==> src/rtl/icache_dm_refill_if.sv <==
// Fetch-side and refill-side buses of the direct-mapped instruction cache.
// A transfer happens on a rising edge with valid & ready both high; valid and payload hold until then. rsp_valid is a one-cycle pulse with no back-pressure.
interface icache_dm_refill_if #(
  parameter int ADDR_W = 32,
  parameter int LINE_W = 128,
  parameter int WORD_W = 32
);
  logic              req_valid;
  logic              req_ready;
  logic [ADDR_W-1:0] req_addr;
  logic              rsp_valid;
  logic [WORD_W-1:0] rsp_instr;
  logic              rsp_hit;
  logic              mem_req_valid;
  logic              mem_req_ready;
  logic [ADDR_W-1:0] mem_req_addr;
  logic              mem_rsp_valid;
  logic [LINE_W-1:0] mem_rsp_data;

  modport slave (
    input  req_valid, req_addr, mem_req_ready, mem_rsp_valid, mem_rsp_data,
    output req_ready, rsp_valid, rsp_instr, rsp_hit, mem_req_valid, mem_req_addr
  );

  modport master (
    output req_valid, req_addr, mem_req_ready, mem_rsp_valid, mem_rsp_data,
    input  req_ready, rsp_valid, rsp_instr, rsp_hit, mem_req_valid, mem_req_addr
  );
endinterface

==> src/rtl/icache_dm_refill.sv <==
// Direct-mapped instruction cache with a single-outstanding miss/refill FSM and whole-cache flush.
// Optional hit/miss counters are enabled with the ICACHE_STATS_EN macro.
module icache_dm_refill #(
  parameter int ADDR_W = 32,
  parameter int NLINES = 4,
  parameter int LINE_W = 128,
  parameter int WORD_W = 32
) (
  input  logic       clk,
  input  logic       reset,
  input  logic       flush,
  icache_dm_refill_if.slave bus,
  output logic [1:0] dbg_state
`ifdef ICACHE_STATS_EN
  ,
  output logic [31:0] hit_cnt,
  output logic [31:0] miss_cnt
`endif
);
  localparam int OFF_W  = $clog2(LINE_W / 8);
  localparam int IDX_W  = $clog2(NLINES);
  localparam int TAG_W  = ADDR_W - IDX_W - OFF_W;
  localparam int WB_W   = $clog2(WORD_W / 8);
  localparam int WSEL_W = OFF_W - WB_W;

  typedef enum logic [1:0] {IDLE, MREQ, MWAIT, FILL} state_t;
  state_t state, state_nx;

  logic [TAG_W-1:0]       tag_arr  [NLINES];
  logic [LINE_W-1:0]      data_arr [NLINES];
  logic [NLINES-1:0]      valid_q;
  logic [ADDR_W-1:WB_W]   addr_q;
  logic [LINE_W-1:0]      line_q;
  logic                   fill_ok;
  logic                   rsp_valid, rsp_hit, mem_req_valid;
  logic [WORD_W-1:0]      rsp_instr;
  logic [ADDR_W-1:0]      mem_req_addr;

  logic [IDX_W-1:0]  req_idx, idx_q;
  logic [TAG_W-1:0]  req_tag, tag_q;
  logic [WSEL_W-1:0] req_wsel, wsel_q;
  logic              accept, req_hit;
  logic [WORD_W-1:0] hit_word, fill_word;
  logic              unused_low;

  assign req_idx  = bus.req_addr[OFF_W +: IDX_W];
  assign req_tag  = bus.req_addr[ADDR_W-1 -: TAG_W];
  assign req_wsel = bus.req_addr[OFF_W-1:WB_W];
  assign idx_q    = addr_q[OFF_W +: IDX_W];
  assign tag_q    = addr_q[ADDR_W-1 -: TAG_W];
  assign wsel_q   = addr_q[OFF_W-1:WB_W];
  assign unused_low = ^bus.req_addr[WB_W-1:0];

  assign accept    = (state == IDLE) && bus.req_valid;
  // A flush on the accepting edge forces a miss so no stale line is returned.
  assign req_hit   = valid_q[req_idx] && (tag_arr[req_idx] == req_tag) && !flush;
  assign hit_word  = data_arr[req_idx][int'(req_wsel) * WORD_W +: WORD_W];
  assign fill_word = bus.mem_rsp_data[int'(wsel_q) * WORD_W +: WORD_W];

  assign bus.req_ready     = (state == IDLE);
  assign bus.rsp_valid     = rsp_valid;
  assign bus.rsp_instr     = rsp_instr;
  assign bus.rsp_hit       = rsp_hit;
  assign bus.mem_req_valid = mem_req_valid;
  assign bus.mem_req_addr  = mem_req_addr;
  assign dbg_state         = state;

  always_comb begin
    state_nx = state;
    unique case (state)
      IDLE:    if (accept && !req_hit) state_nx = MREQ;
      MREQ:    if (bus.mem_req_ready) state_nx = MWAIT;
      MWAIT:   if (bus.mem_rsp_valid) state_nx = FILL;
      FILL:    state_nx = IDLE;
      default: state_nx = IDLE;
    endcase
  end

  always_ff @(posedge clk) begin
    if (reset) begin
      state         <= IDLE;
      valid_q       <= '0;
      fill_ok       <= 1'b0;
      rsp_valid     <= 1'b0;
      rsp_hit       <= 1'b0;
      rsp_instr     <= '0;
      mem_req_valid <= 1'b0;
      mem_req_addr  <= '0;
    end else begin
      state     <= state_nx;
      rsp_valid <= 1'b0;
      unique case (state)
        IDLE: if (accept) begin
          addr_q <= bus.req_addr[ADDR_W-1:WB_W];
          if (req_hit) begin
            rsp_valid <= 1'b1;
            rsp_hit   <= 1'b1;
            rsp_instr <= hit_word;
          end else begin
            mem_req_valid <= 1'b1;
            mem_req_addr  <= {bus.req_addr[ADDR_W-1:OFF_W], {OFF_W{1'b0}}};
            fill_ok       <= 1'b1;
          end
        end
        MREQ: if (bus.mem_req_ready) mem_req_valid <= 1'b0;
        MWAIT: if (bus.mem_rsp_valid) begin
          line_q    <= bus.mem_rsp_data;
          rsp_valid <= 1'b1;
          rsp_hit   <= 1'b0;
          rsp_instr <= fill_word;
        end
        FILL: valid_q[idx_q] <= fill_ok;
        default: ;
      endcase
      // Flush wins over a fill on the same edge; a refill that saw a flush is never marked valid.
      if (flush) begin
        valid_q <= '0;
        fill_ok <= 1'b0;
      end
    end
  end

  always_ff @(posedge clk) begin
    if (state == FILL) begin
      tag_arr[idx_q]  <= tag_q;
      data_arr[idx_q] <= line_q;
    end
  end

`ifdef ICACHE_STATS_EN
  always_ff @(posedge clk) begin
    if (reset) begin
      hit_cnt  <= '0;
      miss_cnt <= '0;
    end else if (accept) begin
      if (req_hit) begin
        if (hit_cnt != 32'hFFFF_FFFF) hit_cnt <= hit_cnt + 32'd1;
      end else begin
        if (miss_cnt != 32'hFFFF_FFFF) miss_cnt <= miss_cnt + 32'd1;
      end
    end
  end
`endif
endmodule

==> src/flat_wrapper.sv <==
// flat-port wrapper written by rule: the top's interface ports become plain ports
module icache_dm_refill_flat 
#(
  parameter int ADDR_W = 32,
  parameter int NLINES = 4,
  parameter int LINE_W = 128,
  parameter int WORD_W = 32
)
  (clk, reset, flush, dbg_state, bus_req_valid, bus_req_addr, bus_mem_req_ready, bus_mem_rsp_valid, bus_mem_rsp_data, bus_req_ready, bus_rsp_valid, bus_rsp_instr, bus_rsp_hit, bus_mem_req_valid, bus_mem_req_addr);
  icache_dm_refill_if #(.ADDR_W(ADDR_W), .LINE_W(LINE_W), .WORD_W(WORD_W)) bus_i ();
  input  logic clk;
  input  logic reset;
  input  logic flush;
  output logic [1:0] dbg_state;
  input wire logic [$bits(bus_i.req_valid)-1:0] bus_req_valid;
  input wire logic [$bits(bus_i.req_addr)-1:0] bus_req_addr;
  input wire logic [$bits(bus_i.mem_req_ready)-1:0] bus_mem_req_ready;
  input wire logic [$bits(bus_i.mem_rsp_valid)-1:0] bus_mem_rsp_valid;
  input wire logic [$bits(bus_i.mem_rsp_data)-1:0] bus_mem_rsp_data;
  output wire logic [$bits(bus_i.req_ready)-1:0] bus_req_ready;
  output wire logic [$bits(bus_i.rsp_valid)-1:0] bus_rsp_valid;
  output wire logic [$bits(bus_i.rsp_instr)-1:0] bus_rsp_instr;
  output wire logic [$bits(bus_i.rsp_hit)-1:0] bus_rsp_hit;
  output wire logic [$bits(bus_i.mem_req_valid)-1:0] bus_mem_req_valid;
  output wire logic [$bits(bus_i.mem_req_addr)-1:0] bus_mem_req_addr;
  assign bus_i.req_valid = bus_req_valid;
  assign bus_i.req_addr = bus_req_addr;
  assign bus_i.mem_req_ready = bus_mem_req_ready;
  assign bus_i.mem_rsp_valid = bus_mem_rsp_valid;
  assign bus_i.mem_rsp_data = bus_mem_rsp_data;
  assign bus_req_ready = bus_i.req_ready;
  assign bus_rsp_valid = bus_i.rsp_valid;
  assign bus_rsp_instr = bus_i.rsp_instr;
  assign bus_rsp_hit = bus_i.rsp_hit;
  assign bus_mem_req_valid = bus_i.mem_req_valid;
  assign bus_mem_req_addr = bus_i.mem_req_addr;
  icache_dm_refill #(.ADDR_W(ADDR_W), .NLINES(NLINES), .LINE_W(LINE_W), .WORD_W(WORD_W)) u_core (.clk(clk), .reset(reset), .flush(flush), .bus(bus_i), .dbg_state(dbg_state));
endmodule
==> config.mk <==
export PLATFORM = sky130hd
export DESIGN_NAME = icache_dm_refill_flat
export DESIGN_NICKNAME = d
export VERILOG_FILES = /design/src/rtl/icache_dm_refill_if.sv /design/src/rtl/icache_dm_refill.sv /design/src/flat_wrapper.sv
export SDC_FILE = /design/constraint.sdc
export NUM_CORES = 1
export LEC_CHECK = 0
export ABC_AREA = 0
export CORE_MARGIN = 2
export CORE_UTILIZATION = 42
export CTS_BUF_LIST = sky130_fd_sc_hd__clkbuf_16
export CTS_CLUSTER_DIAMETER = 80
export DETAILED_ROUTE_END_ITERATION = 6
export HOLD_SLACK_MARGIN = 0.06
export PLACE_DENSITY_LB_ADDON = 0.3
export RECOVER_POWER = 50
export SLEW_MARGIN = 40
export SYNTH_ARGS = -nofsm -noshare
export SYNTH_HDL_FRONTEND = slang
export SYNTH_SLANG_ARGS = --single-unit
==> constraint.sdc <==
create_clock -name clk -period 15.1 [get_ports clk]
set_input_delay 3.02 -clock clk [delete_from_list [all_inputs] [get_ports clk]]
set_output_delay 3.02 -clock clk [all_outputs]
set_load 0.01 [all_outputs]
==> qor.csv, run 1 <==
metric,value,unit
outcome,finished with violations,
failing checks,"capacitance limit, slew limit",
Clock Sinks,844,
GRT met1 Usage,24.7,%
crit path from,bus_req_addr[5],
Worst Path Buf+Inv,4,
DP HPWL,40100,um
Critical Path Sink,u_core.bus.rsp_instr[24],
Final GP Congestion,0.751,
DRT Wirelength,72200,um
Post-CTS Setup Repair Bufs,0,
flop-to-flop setup slack,9120,ps
Clk network pwr share,36.2,%
Post-synth EDFFs,774,
# DRC,0,
clk buf depth,3,
Power Total,5650,uW
Switching Share,24.8,%
Async SR Flop Fraction,0,%
Clock Pin Slew Worst Setup and Hold Paths,60,ps
maximum fanout along the worst path,61,
top cell family by delay on the critical path,buffers and inverters,
WP depth,11,
Die W,281,um
"top cells by area, synth","edfxtp_1 72%, mux4_2 15%, dfxtp_1 4.3%",
FILL cells,6046,
vias per inst,5.51,
worst path required time,15580,ps
R2R cell count,3,
register share of total power,49.8,%
area of the multi-input gates,0.00719,mm^2
Hold Path Class,reg2reg,
core footprint,0.0759,mm^2
max-slew headroom at the worst pin,-164,%
Initial Utilization,42.5,%
Hold Startpoint,u_core.bus.mem_req_addr[26],
DIE AREA,0.0790,mm^2
Final ANT Viol Nets,0,
Yosys cell types,57,
CTS tree,built,
worst skew pair latency,630,ps
GRT Max-Usage Layer,met2,
count of standard-cell rows,101,
VDD IR-drop max,0.107,mV
"Slew Viols, Final",277,
Storage cell area,0.0246,mm^2
FF-to-FF Start,u_core.dbg_state[1],
CTS hold repair buffers,0,
I/O pin total,236,
layout cell share with drive strength beyond 1,21.1,%
global route total overflow,0,
fin nets,1920,
Final Hold Fails,0,
PortBufs,229,
Post-Syn Area,0.0322,mm^2
final setup fails,0,
starting DRC count in detailed routing,1336,
vias in the first global route,16700,
Inserted Clock Buffers,87,
first-pass GRT wire length,106000,um
area share of the largest cell type after synthesis,72.1,%
fmax,151,MHz
number of synthesized register bits,844,
utilization after layout,50.7,%
synthesized netlist cell count,1493,
Hold Slack,478,ps
RSZ-0062 raised after global routing,no,
detailed-route via count,15700,
total track usage,18.4,%
crit path kind,in2reg,
"Worst Setup Slack, final",8490,ps
crit path launch type,primary input,
largest net degree at the start of global routing,81,
final worst-path cycle share,43.8,%
net load switching power,1400,uW
worst slew pin tran,3960,ps
grt met3 use,3.48,%
Worst Skew,20.6,ps
synthesized area per cell,21.6,um^2
Synth Flop Type,edfxtp_1,
post-cts resize count,0,
CTS HTree Levels,3,
Worst Setup End Kind,flip-flop,
CP max stage cell,buf_6,
Max Cap Viol,6,
drt wl/cell,25.3,um
Internal,4250,uW
Comb pwr share,14.0,%
synth warn,0,
Final min period,6610,ps
Arrival @ worst endpoint,7090,ps
die span in y,281,um
hold depth,2,
reg-to-reg critical path endpoint,u_core.data_arr[3][68],
GR Layer Usage met2,31.0,%
Pre-antenna DRT Iters,5,
largest stage delay on the critical path,650,ps
TNS Setup,0,ps
Area Growth Syn to Fin,19.5,%
"area leader, netlist",edfxtp_1,
Leak Pwr,0.0121,uW
CP Cell Sequence,buf_6 -> buf_6 -> mux2i_1 -> o22ai_1 -> nor4b_1 -> o2111ai_1 -> nor4_4 -> buf_4 -> a21o_1 -> buf_4 -> a211oi_1,
DP Worst Slack,7850,ps
CTS root buf,clkbuf_16,
P per Cell Area,146,mW/mm^2
initial antenna violation count,2,
register area share after synthesis,76.4,%
[registers in the layout (all words and copies together) (netlist names)]
name and count:
u_core.addr_q 30, u_core.bus.mem_req_addr 28, u_core.bus.mem_req_valid 1, u_core.bus.rsp_hit 1, u_core.bus.rsp_instr 32, u_core.bus.rsp_valid 1, u_core.data_arr 512, u_core.dbg_state 2
u_core.fill_ok 1, u_core.line_q 128, u_core.tag_arr 104, u_core.valid_q 4
[stage by stage]
step	cells	instance area, um^2
after floorplan	1496	32300
after global placement	2687	35700
after detailed placement	2689	35800
after CTS	2851	38500
after global routing	2853	38500
final	2854	38500
[layout make-up]
class	count	share of cell area, %
inverters	13	0.127
clock inverters	74	1.40
flip-flops and latches	844	63.9
multi-input cells	543	18.7
diodes	1	0.00649
repair buffers	261	6.81
clock buffers	88	5.71
well taps	1030	3.34
[synth_stat cells (2+ instances only)]
master and n:
a211o_1 2, a211oi_1 67, a21o_1 3, a21oi_1 31
a221o_1 2, a221oi_1 2, a32oi_1 2, buf_1 13
buf_2 22, buf_4 8, buf_6 3, clkbuf_1 50
dfxtp_1 70, edfxtp_1 774, ha_1 4, inv_1 12
mux2_2 5, mux2i_1 62, mux4_2 208, nand2_1 9
nand2b_1 6, nand3_1 32, nand3b_1 2, nor2_1 9
nor2b_1 4, nor3_1 5, nor3b_1 3, nor4_2 2
o2111ai_1 3, o21ai_0 31, o22ai_1 5, xnor2_1 12
xor2_1 6
[cell families after synthesis]
family	after synthesis	synth area share (%)
DFF	844	76.4
adders and majority gates	4	0.155
buffers and inverters	109	1.52
AOI/OAI and AO/OA	159	3.31
xor gates and xnor gates	18	0.489
muxes	277	16.7
and+or+nand+nor	81	1.39
other	1	0.0116
[worst min path at each step]
stage,endpoint
2_1_floorplan,u_core.data_arr[0][0]
3_3_place_gp,u_core.tag_arr[3][3]
3_5_place_dp,u_core.bus.mem_req_addr[21]
4_1_cts,u_core.tag_arr[3][20]
5_1_grt,u_core.bus.mem_req_addr[18]
6_report,u_core.bus.mem_req_addr[26]
[power groups by stage]
| stage | registers (uW) | clock network (uW) | logic, uW |
|---|---|---|---|
| 3_5_place_dp | 2860 | 0 | 794 |
| 3_3_place_gp | 2850 | 0 | 782 |
| 6_report | 2810 | 2040 | 789 |
| 5_1_grt | 2830 | 2190 | 839 |
| 4_1_cts | 2810 | 2100 | 797 |
| 2_1_floorplan | 2880 | 0 | 397 |
[cell usage in the layout, fill, tap and decap left out, types with 4 or more instances in the layout]
cell               n
nand3_1           32
conb_1             4
nor2_1             4
clkinv_1          16
xor2_1             6
bufinv_16          6
nand2b_1           6
inv_6              5
o21ai_0           30
inv_1             37
mux4_2           208
xnor2_1           12
nor3_1             5
clkinv_2          16
a21oi_1           31
clkbuf_16         88
clkbuf_1           5
edfxtp_1         774
mux2i_1           62
o22ai_1            5
mux2_2             5
nand2_1            8
nor2b_1            4
clkdlybuf4s50_1  224
a211oi_1          67
dfxtp_1           70
buf_6             11
nor2_4             5
buf_4             13
[metal layers]
metal  vias to the layer above  part of all wire [%]
li1                       6811                     -
met5                         -                 0.012
met2                       447                    50
met4                         2                   1.8
met1                      8373                    42
met3                        83                   5.3
[worst reg2reg max path, cell delays in order (launching register included)]
cell,delay [ps]
dfxtp_1,430
ha_1,250
and3_1,1870
clkbuf_1,2880
Power figures use the tool's default switching activity.
==> run 2: changes to the inputs <==
==> constraint.sdc (replaced) <==
create_clock -name clk -period 6.4 [get_ports clk]
set_input_delay 1.28 -clock clk [delete_from_list [all_inputs] [get_ports clk]]
set_output_delay 1.28 -clock clk [all_outputs]
set_load 0.01 [all_outputs]
==> qor.csv, run 2 (synthesized netlist as in run 1, its figures left out) <==
metric,value,unit,change
Arrival @ worst endpoint,4900,ps,was 7090 ps
outcome,finished with violations,,unchanged
Post-CTS Setup Repair Bufs,0,,unchanged
Largest register FFs,512,,unchanged
TNS Setup,0,ps,unchanged
fin nets,1917,,was 1920
Switching Share,24.3,%,was 24.8%
crit path from,bus_req_addr[3],,was bus_req_addr[5]
detailed-route via count,15700,,about the same
Worst Skew,18.6,ps,was 20.6 ps
total track usage,18.6,%,was 18.4%
Max Cap Viol,3,,was 6
global route total overflow,0,,unchanged
layout cell share with drive strength beyond 1,21.0,%,was 21.1%
count of standard-cell rows,101,,unchanged
starting DRC count in detailed routing,1327,,was 1336
"commonest non-fill, non-tap cell in the layout",edfxtp_1,,unchanged
final worst-path cycle share,68.2,%,
DRT Wirelength,72600,um,was 72200 um
P per Cell Area,348,mW/mm^2,was 146 mW/mm^2
initial antenna violation count,8,,was 2
Clock Sinks,844,,unchanged
VDD IR-drop max,0.213,mV,was 0.107 mV
final setup fails,0,,unchanged
FF-to-FF Start,u_core.dbg_state[1],,unchanged
CTS root buf,clkbuf_16,,unchanged
Inserted Clock Buffers,85,,was 87
largest stage delay on the critical path,2400,ps,was 650 ps
register share of total power,49.3,%,was 49.8%
Hold Path Class,reg2reg,,unchanged
"Slew Viols, Final",106,,was 277
"Cell Area, Placed",0.0358,mm^2,about the same
CP max stage cell,clkbuf_1,,was buf_6
vias per inst,5.53,,was 5.51
crit path kind,in2reg,,unchanged
DP HPWL,40200,um,was 40100 um
Final Non-Filler Cells,2846,,was 2854
Final min period,4370,ps,
Area Growth Syn to Fin,19.8,%,was 19.5%
# diodes,0,,was 1
hold depth,2,,unchanged
failing checks,"capacitance limit, slew limit",,unchanged
area of the multi-input gates,0.00719,mm^2,about the same
CTS hold repair buffers,0,,unchanged
first-pass GRT wire length,107000,um,was 106000 um
PortBufs,229,,unchanged
Largest regs,"u_core.data_arr (512), u_core.line_q (128), u_core.tag_arr (104)",,unchanged
Hold Startpoint,u_core.bus.mem_req_addr[20],,was u_core.bus.mem_req_addr[26]
Internal,10200,uW,was 4250 uW
core footprint,0.0759,mm^2,unchanged
maximum fanout along the worst path,33,,was 61
Comb pwr share,13.7,%,was 14.0%
largest net degree at the start of global routing,90,,was 81
CTS HTree Levels,3,,unchanged
"commonest non-fill, non-tap cells in the layout","774 x edfxtp_1, 208 x mux4_2, 154 x dlygate4sd3_1",,"was 774 x edfxtp_1, 224 x clkdlybuf4s50_1, 208 x mux4_2"
die span in y,281,um,unchanged
Clock Pin Slew Worst Setup and Hold Paths,60,ps,about the same
Pre-antenna DRT Iters,7,,was 5
Worst Hold Path EP,u_core.bus.mem_req_addr[20],,was u_core.bus.mem_req_addr[26]
Clk network pwr share,37.0,%,was 36.2%
R2R cell count,5,,was 3
worst skew pair latency,620,ps,was 630 ps
drt wl/cell,25.5,um,was 25.3 um
net load switching power,3260,uW,was 1400 uW
Die W,281,um,unchanged
RSZ-0062 raised after global routing,no,,unchanged
post-placement cell count,2689,,unchanged
Final GP Congestion,0.761,,was 0.751
post-cts resize count,0,,unchanged
CP Cell Sequence,buf_2 -> clkbuf_1 -> mux4_2 -> mux2i_1 -> a211oi_1,,was buf_6 -> buf_6 -> mux2i_1 -> o22ai_1 -> nor4b_1 -> o2111ai_1 -> nor4_4 -> buf_4 -> a21o_1 -> buf_4 -> a211oi_1
CTS tree,built,,unchanged
max-slew headroom at the worst pin,-129,%,was -164%
Initial Utilization,42.5,%,unchanged
Top reg by flops,u_core.data_arr,,unchanged
# DRC,0,,unchanged
flop-to-flop setup slack,2630,ps,was 9120 ps
Final Cell Area,0.0386,mm^2,was 0.0385 mm^2
fmax,229,MHz,
DIE AREA,0.0790,mm^2,unchanged
vias in the first global route,16700,,about the same
Worst Setup End Kind,flip-flop,,unchanged
worst path required time,6930,ps,was 15580 ps
crit path launch type,primary input,,unchanged
Final ANT Viol Nets,0,,unchanged
Leak Pwr,0.0122,uW,was 0.0121 uW
FILL cells,6036,,was 6046
worst slew pin tran,3430,ps,was 3960 ps
clk buf depth,3,,unchanged
Storage cell area,0.0246,mm^2,unchanged
I/O pin total,236,,unchanged
Final Hold Fails,0,,unchanged
reg-to-reg critical path endpoint,u_core.valid_q[3],,was u_core.data_arr[3][68]
run 2: cell types whose count changed in the layout (fill, tap and decap cells not counted), sizes merged:
cell / before / now
clkdlybuf4s50: 224 / 70
dlygate4sd3: 0 / 154
inv: 45 / 34
bufinv: 6 / 12
clkbuf: 93 / 90
buf: 32 / 33
diode: 1 / 0
run 2: cell type report:
cell class	instances	area share [%]
clock buffers	87	5.64
clock inverters	69	1.64
multi-input cells	543	18.6
well taps	1030	3.34
repair buffers	260	6.84
flip-flops and latches	844	63.8
inverters	13	0.126
run 2: worst max-delay path by stage:
stage,cells past startpoint,slack (ps),endpoint
5_1_grt,5,1920,u_core.bus.rsp_instr[22]
2_1_floorplan,6,1080,u_core.line_q[0]
3_3_place_gp,9,1360,u_core.bus.mem_req_valid
6_report,5,2030,u_core.bus.rsp_instr[22]
4_1_cts,8,2170,u_core.bus.mem_req_valid
3_5_place_dp,8,1530,u_core.bus.mem_req_valid
run 2: through the flow:
step,power [uW],worst slack [ps],utilization [%],hold slack [ps]
after floorplan,7700,1080,-,459
after global placement,8570,1360,47.1,463
after detailed placement,8630,1530,47.2,473
after CTS,13600,2170,50.9,480
after global routing,14000,1920,50.9,498
final,13500,2030,50.9,478
run 2: critical path, delay by kind of cell:
kind / cells / cell delay [ps]
buf+inv: 2 / 2480
mux: 2 / 800
compound gates: 1 / 290
run 2: metal layers:
| metal | wire length (um) | vias to the layer above | GRT usage, % |
|---|---|---|---|
| met4 | 1470 | 4 | 5.40 |
| met5 | 21 | - | 0 |
| met2 | 36500 | 490 | 31.0 |
| met1 | 30600 | 8327 | 25.3 |
| li1 | - | 6801 | - |
| met3 | 4010 | 106 | 3.08 |
run 2: power groups by stage:
stage / combinational [uW] / sequential, uW / clock (uW)
6_report: 1840 / 6630 / 4980
5_1_grt: 1980 / 6670 / 5310
4_1_cts: 1890 / 6640 / 5080
3_5_place_dp: 1880 / 6750 / 0
3_3_place_gp: 1840 / 6730 / 0
2_1_floorplan: 938 / 6760 / 0
